File: src/rtl/reduce_stream.sv
// reduce_stream: streaming packet reducer that folds PORT_NUM operand words per beat
// with AND / OR / XOR / RAND across beats until a last beat, then presents one result.
//
// Parameters:
//   PORT_NUM  operand ports per beat (2..8)
//   WIDTH     bits per operand and result (1..32)
// Ports:
//   clk        rising-edge clock
//   rst_n      asynchronous active-low reset
//   in_data    packed operands, port i = in_data[i*WIDTH +: WIDTH]
//   in_op      00 AND, 01 OR, 10 XOR, 11 RAND (AND of every bit, 1-bit result)
//   in_last    beat closes the current packet
//   in_valid   beat present
//   in_ready   beat accepted when in_valid && in_ready
//   out_data   packet result
//   out_beats  beats in packet, saturating at 255
//   out_valid  result present
//   out_ready  consumer accepts result
//   out_parity ^out_data, only when REDUCE_STREAM_PARITY_EN is defined
module reduce_stream #(
    parameter int PORT_NUM = 2,
    parameter int WIDTH    = 8
) (
    input  logic                      clk,
    input  logic                      rst_n,
    input  logic [PORT_NUM*WIDTH-1:0] in_data,
    input  logic [1:0]                in_op,
    input  logic                      in_last,
    input  logic                      in_valid,
    output logic                      in_ready,
    output logic [WIDTH-1:0]          out_data,
    output logic [7:0]                out_beats,
    output logic                      out_valid,
    input  logic                      out_ready
`ifdef REDUCE_STREAM_PARITY_EN
    ,
    output logic                      out_parity
`endif
);
    typedef enum logic {IDLE, OPEN} state_t;
    state_t state, state_next;
    logic [WIDTH-1:0] acc, acc_next, beat, and_v, or_v, xor_v, rand_v;
    logic [1:0] op_r, op_eff;
    logic [7:0] cnt, cnt_next;
    logic accept;
    always_comb begin
        and_v  = '1;
        or_v   = '0;
        xor_v  = '0;
        rand_v = '0;
        for (int i = 0; i < PORT_NUM; i++) begin
            and_v = and_v & in_data[i*WIDTH +: WIDTH];
            or_v  = or_v  | in_data[i*WIDTH +: WIDTH];
            xor_v = xor_v ^ in_data[i*WIDTH +: WIDTH];
        end
        rand_v[0] = &in_data;
    end
    // The opcode latched at packet start governs every later beat of that packet.
    always_comb begin
        op_eff   = (state == IDLE) ? in_op : op_r;
        beat     = (op_eff == 2'b00) ? and_v :
                   (op_eff == 2'b01) ? or_v  :
                   (op_eff == 2'b10) ? xor_v : rand_v;
        // RAND partials are single-bit ANDs, so they fold with AND as well.
        acc_next = (state == IDLE)  ? beat :
                   (op_r == 2'b01) ? (acc | beat) :
                   (op_r == 2'b10) ? (acc ^ beat) : (acc & beat);
        cnt_next = (state == IDLE) ? 8'd1 : (cnt == 8'hFF) ? 8'hFF : cnt + 8'd1;
    end
    always_ff @(posedge clk or negedge rst_n) begin
        if (!rst_n)
            state <= IDLE;
        else
            state <= state_next;
    end
    always_comb begin
        state_next = state;
        if (accept)
            state_next = in_last ? IDLE : OPEN;
    end
    always_comb begin
        in_ready = !out_valid || out_ready;
        accept   = in_valid && in_ready;
    end
    always_ff @(posedge clk or negedge rst_n) begin
        if (!rst_n) begin
            acc       <= '0;
            cnt       <= '0;
            op_r      <= 2'b00;
            out_data  <= '0;
            out_beats <= '0;
            out_valid <= 1'b0;
        end else begin
            if (out_valid && out_ready)
                out_valid <= 1'b0;
            if (accept) begin
                if (state == IDLE)
                    op_r <= in_op;
                if (in_last) begin
                    out_data  <= acc_next;
                    out_beats <= cnt_next;
                    out_valid <= 1'b1;
                    acc       <= '0;
                    cnt       <= '0;
                end else begin
                    acc <= acc_next;
                    cnt <= cnt_next;
                end
            end
        end
    end
`ifdef REDUCE_STREAM_PARITY_EN
    always_ff @(posedge clk or negedge rst_n) begin
        if (!rst_n)
            out_parity <= 1'b0;
        else if (accept && in_last)
            out_parity <= ^acc_next;
    end
`endif
endmodule

File: config.mk
export PLATFORM = sky130hd
export DESIGN_NAME = reduce_stream
export DESIGN_NICKNAME = d
export VERILOG_FILES = /design/src/rtl/reduce_stream.sv
export SDC_FILE = /design/constraint.sdc
export NUM_CORES = 1
export LEC_CHECK = 0
export BUFFER_PORTS_ARGS = -buffer_cell sky130_fd_sc_hd__buf_2
export CAP_MARGIN = 25
export CORE_MARGIN = 5
export CORE_UTILIZATION = 55
export CTS_BUF_LIST = sky130_fd_sc_hd__clkbuf_8
export CTS_CLUSTER_DIAMETER = 80
export DETAILED_ROUTE_END_ITERATION = 16
export GPL_TIMING_DRIVEN = 1
export PLACE_DENSITY = 0.75
export RECOVER_POWER = 25
export SLEW_MARGIN = 20
export SYNTH_ARGS = -nofsm -noshare
export SYNTH_HDL_FRONTEND = slang
export SYNTH_SLANG_ARGS = --single-unit
File: constraint.sdc
create_clock -name clk -period 7.1 [get_ports clk]
set_clock_uncertainty 0.1 [all_clocks]
set_input_delay 0.355 -clock clk [delete_from_list [all_inputs] [get_ports clk]]
set_output_delay 0.355 -clock clk [all_outputs]
set_load 0.05 [all_outputs]
* Word-level counts from Yosys, hierarchy flattened
Cells that the tools add are included.
** Word-level totals
- Input bits :: 23
- Output and inout port bits :: 18
- Bits in registers :: 36
** Operators by class
- Mux-type cells :: 15
- Reduce and logical (&&, ||, !) cells :: 7
- Add/subtract/negate cells :: 1
- Bitwise logic cells :: 6
- Equal/unequal tests :: 5
** Operator list (number)
- 8-bit two-way mux :: 10
- 8-bit AND :: 2
- 8-bit bitwise OR :: 2
- 16-bit AND reduction :: 1
- 8-bit bitwise XOR :: 2
- 8-bit by 1-bit adder with 8-bit output, second input constant :: 1
- 8-bit equality test, second input constant :: 1
- 2-bit by 1-bit equality test with 1-bit output, second input constant :: 2
- 2-bit equality test, second input constant :: 2
- 1-bit two-way mux :: 4
- 1-bit logical AND :: 2
- 2-bit zero test :: 1
- 2-bit two-way mux :: 1
- 2-bit AND reduction :: 1
- 1-bit zero test :: 1
- 1-bit logical OR :: 1

* Depth between registers and ports, before layout
- Depth in word-level cells :: 10
- Mapped depth :: 11
- Gate-level depth less buffers :: 10

* Least setup slack after synthesis
No wires, ideal clock.
- Path kind :: register to register
- Start point :: register state
- End point :: register out_data[6]
- Data arrival time :: 2238 ps
- Slack :: 4638 ps
- Path buffers :: 2
- Stages on the path, launching flop included :: 12
- Data required time :: 6875 ps
- Setup time :: 125 ps
- Cell sequence :: dfrtp_1 > buf_4 > nand2_1 > nand2_1 > nor2_1 > buf_2 > a32oi_1 > ha_1 > and3b_1 > a211oi_1 > a32oi_1 > mux2_2
** On the way
- Cells in the longest elaborated chain, start to end :: 9
- Elaborated cells on any way between the ends :: 13
** RTL lines
- start: declaration :: line 41 : state_t state, state_next;
- start signal: assignment :: line 74 : state <= state_next;
- 2-bit two-way mux :: line 60 : op_eff = (state == IDLE) ? in_op : op_r;
- 2-bit equality test :: line 63 : (op_eff == 2'b10) ? xor_v : rand_v;
- 8-bit two-way mux :: line 63
- 8-bit two-way mux :: line 62 : (op_eff == 2'b01) ? or_v :
- 8-bit two-way mux :: line 61 : beat = (op_eff == 2'b00) ? and_v :
- 8-bit AND / 8-bit bitwise XOR (equally long branches) :: line 67 : (op_r == 2'b10) ? (acc ^ beat) : (acc & beat);
- 8-bit two-way mux :: line 67
- 8-bit two-way mux :: line 66 : (op_r == 2'b01) ? (acc | beat) :
- 8-bit two-way mux (*) :: line 65 : acc_next = (state == IDLE) ? beat :
- end signal: assignment :: line 100 : out_data <= acc_next;
- end: declaration :: line 31 : output logic [WIDTH-1:0] out_data,
Mark *: on every way between the ends. The rest lies on a longest branch, timed or not.
A chain may end at the register's enable or synchronous reset.

* Final worst setup path
- Start point :: register op_r[1]
- End point :: register out_data[4]
** On the way
- Cells in the longest elaborated chain, start to end :: 9
- Elaborated cells on any way between the ends :: 15
** RTL lines
- start: declaration :: line 43 : logic [1:0] op_r, op_eff;
- start signal: assignment :: line 98 : op_r <= in_op;
- 2-bit two-way mux :: line 60
- 2-bit equality test :: line 63
- 8-bit two-way mux :: line 63
- 8-bit two-way mux :: line 62
- 8-bit two-way mux :: line 61
- 8-bit AND / 8-bit bitwise XOR (equally long branches) :: line 67
- 8-bit two-way mux :: line 67
- 8-bit two-way mux :: line 66
- 8-bit two-way mux (*) :: line 65
Marks and branches as above.

==> summary.txt <==
Clock network
  • Postcts setup bufs: 0
  • CTS tree: yes
  • CTS root buffer: clkbuf_8
  • Num CTS Buffers: 5
  • CTS resizes: 0
  • CTS HTree Levels: 2
  • Clock tree buffer depth: 2
  • Worst-path clk slew: 70 ps
  • Clock sinks: 36
  • Clk_lat worst skew: 290 ps
  • Cts hold-fix bufs: 0

Logic synthesis
  • Seq/Total Area, Yosys: 30.3%
  • Top FF cell, synth: dfrtp_1
  • Simple-Gate Fraction of Synth Area: 20.6%
  • Most numerous cell in the Yosys netlist: dfrtp_1
  • Synth area leaders: dfrtp_1 30%, ha_1 14%, nand2_1 4.2%
  • Post-Synth XOR/XNOR Area: 1.18%
  • Syn Nets: 392
  • FFs w/ async S/R, synth: 100%
  • Synth top area share: 30.3%
  • Post-synthesis mux area share: 2.65%
  • Mapped Area: 0.00297 mm2
  • Post-synthesis instance total: 336
  • Syn Area/Cell: 8.85 um2
  • EDFF count, synth: 0
  • Synth area leader: dfrtp_1
  • Main combinational cell family by area after synthesis: compound AO/OA/AOI/OAI gates
  • Adder-cell share of the synthesized area: 13.9%
  • Compound-Gate Fraction of Synth Area: 24.1%
  • Yosys Warn Count: 0
  • Synthesis-stage register bit count: 36
  • Commonest cells in the netlist: 36 x dfrtp_1, 33 x ha_1, 33 x nand2_1, 29 x inv_1, 22 x o21ai_0
  • Distinct cells, synth: 49

Cells and area
  • Inserted Diodes: 0
  • Fin nets: 419
  • Design area: 0.00326 mm2
  • Share of cells above drive strength 1: 17.0%
  • Fin cells: 434
  • Final Core Density: 63.0%
  • Area growth, synth to finish: 9.64%
  • Storage cell area: 901 um2
  • Area of the multi-input gates: 0.00186 mm2
  • Fillcell total: 443

Status
  • Failing checks: capacitance limit, slew limit
  • Run status: complete, but fails checks

Detailed routing
  • DRT Pass-1 Iters: 4
  • Avg Vias per Cell: 5.85
  • Routed Antenna Nets: 0
  • DR vias: 2537
  • Routed wire length: 6770 um
  • DRC viols: 0
  • Starting DRT DRC Count: 109
  • WL per Instance: 15.6 um

Hold path
  • HP Class: in2reg
  • Hold path cells: 2

Setup path
  • CP Capture Point: out_data[4]$_DFFE_PN0P_
  • Worst r2r path cells: 8
  • Flop2flop setup slack: 3550 ps
  • Slowest Stage Delay on Critical Path: 930 ps
  • Crit path capture type: flip-flop
  • Cell mode on critical path: a32oi_1
  • Setup crit start: op_r[1]$_DFFE_PN0P_
  • Worst reg2reg startpoint: op_r[1]$_DFFE_PN0P_
  • Critical-path cell with the highest stage delay: dfrtp_1
  • Cell Chain, Critical Path: mux2i_2, nor2_1, a32oi_1, ha_1, and3b_1, a211oi_1, a32oi_1, mux2_2
  • CP Launch Type: flip-flop
  • Crit Path Class: reg2reg
  • Crit path DAT: 3620 ps
  • Critical Path RT: 7170 ps
  • Crit-path max FO: 29
  • Worst r2r dst: out_data[4]$_DFFE_PN0P_

Timing
  • Hold slack final: 309 ps
  • Worst-Margin Slew: 1930 ps
  • Max Freq: 282 MHz
  • Setup TNS: 0 ps
  • Tcrit/Tclk final: 50.0%
  • RSZ-0062 raised after global routing: false
  • Final worst-path setup slack: 3550 ps
  • Tmin final: 3550 ps
  • Max-slew headroom at the worst pin: -28.7%
  • Final Hold Viols: 0
  • Pins Over Slew Limit: 37
  • Final-report setup violation count: 0

Floorplan
  • Die footprint: 0.00698 mm2
  • Core area: 0.00517 mm2
  • Num ports: 41
  • Num rows: 26
  • Width of the die: 83.5 um
  • Starting Density: 57.5%
  • Die Y: 83.5 um

Power and ir drop
  • Total power: 795 uW
  • Pwr per Cell Area: 244 mW/mm2
  • Leak Pwr: 1.53 nW
  • Worst vdd ir: 0.180 mV

Run
  • Max Cap Viol: 1

Place
  • Dpl cell area: 0.00317 mm2
  • Post-Place Cells: 426
  • DP Worst Slack: 3690 ps
  • Number of buffers added on ports: 40
  • GPL Wtd Cong: 0.816
  • Hpwl dp: 5080 um

GRT
  • GRT overflow: 0
  • First-pass GRT wire length: 11100 um
  • Antenna violations before repair: 0
  • Global-route usage over all layers: 19.2%
  • Vias in the first global route: 2387
  • Largest net degree at the start of global routing: 37
==> registers in the layout (all words and copies together) (netlist names) <==
signal and flops:
acc 8, cnt 8, out_beats 8, out_data 8, op_r 2, out_valid 1
state 1
==> area by class of cell <==
cell class              count  share of cell area [%]
flip-flops and latches     36                    27.6
multi-input cells         249                    56.9
inverters                  29                    3.34
well taps                  70                    2.69
repair buffers             42                    6.56
clock buffers               6                    2.53
clock inverters             2                   0.307
==> worst min-delay path by stage <==
stage / from / endpoint / slack (ps)
floorplan: rst_n / acc[0]$_DFFE_PN0P_ / -40
global placement: out_data[3]$_DFFE_PN0P_ / out_data[3]$_DFFE_PN0P_ / 350
detailed placement: out_data[2]$_DFFE_PN0P_ / out_data[2]$_DFFE_PN0P_ / 360
CTS: rst_n / acc[3]$_DFFE_PN0P_ / 80
global route: in_last / acc[3]$_DFFE_PN0P_ / 320
finish: in_last / acc[7]$_DFFE_PN0P_ / 310
==> per-layer routing <==
| metal | track usage, % | vias up | wire (um) |
|---|---|---|---|
| met5 | 0 | - | 0 |
| met2 | 32.9 | 33 | 3400 |
| li1 | - | 1273 | - |
| met4 | 3.07 | 0 | 27 |
| met3 | 3.95 | 4 | 228 |
| met1 | 25.4 | 1227 | 3120 |
==> critical path, delay by kind of cell (launching register included) <==
kind | cells | cell delay [ps]
AOI/OAI and AO/OA | 3 | 510
adders and majority gates | 1 | 310
DFF | 1 | 930
and+or+nand+nor | 2 | 940
muxes | 2 | 640
==> logic make-up (layout without fill, tap and decap cells) <==
logic type | after synthesis | after routing
adders and majority gates | 33 | 33
AOI/OAI and AO/OA | 96 | 96
xor gates and xnor gates | 4 | 4
muxes | 7 | 7
DFF | 36 | 36
and+or+nand+nor | 109 | 109
buffers and inverters | 51 | 79
==> cells in the final DEF, fill, tap and decap left out, types with 9 or more instances in the layout <==
cell      synthesis  final
a21oi_1          13     13
a32oi_1          11     11
buf_2            11     39
dfrtp_1          36     36
ha_1             33     33
inv_1            29     29
nand2_1          33     33
nand2b_1         10     10
nor2_1            9      9
nor2b_1          13     13
nor3b_1          12     12
o21ai_0          22     22
==> power by group <==
group,switching [mW],internal [mW]
registers,0.0413,0.241
clock network,0.0728,0.0774
logic,0.228,0.134
Note: power is estimated with default switching activity, not from simulation.
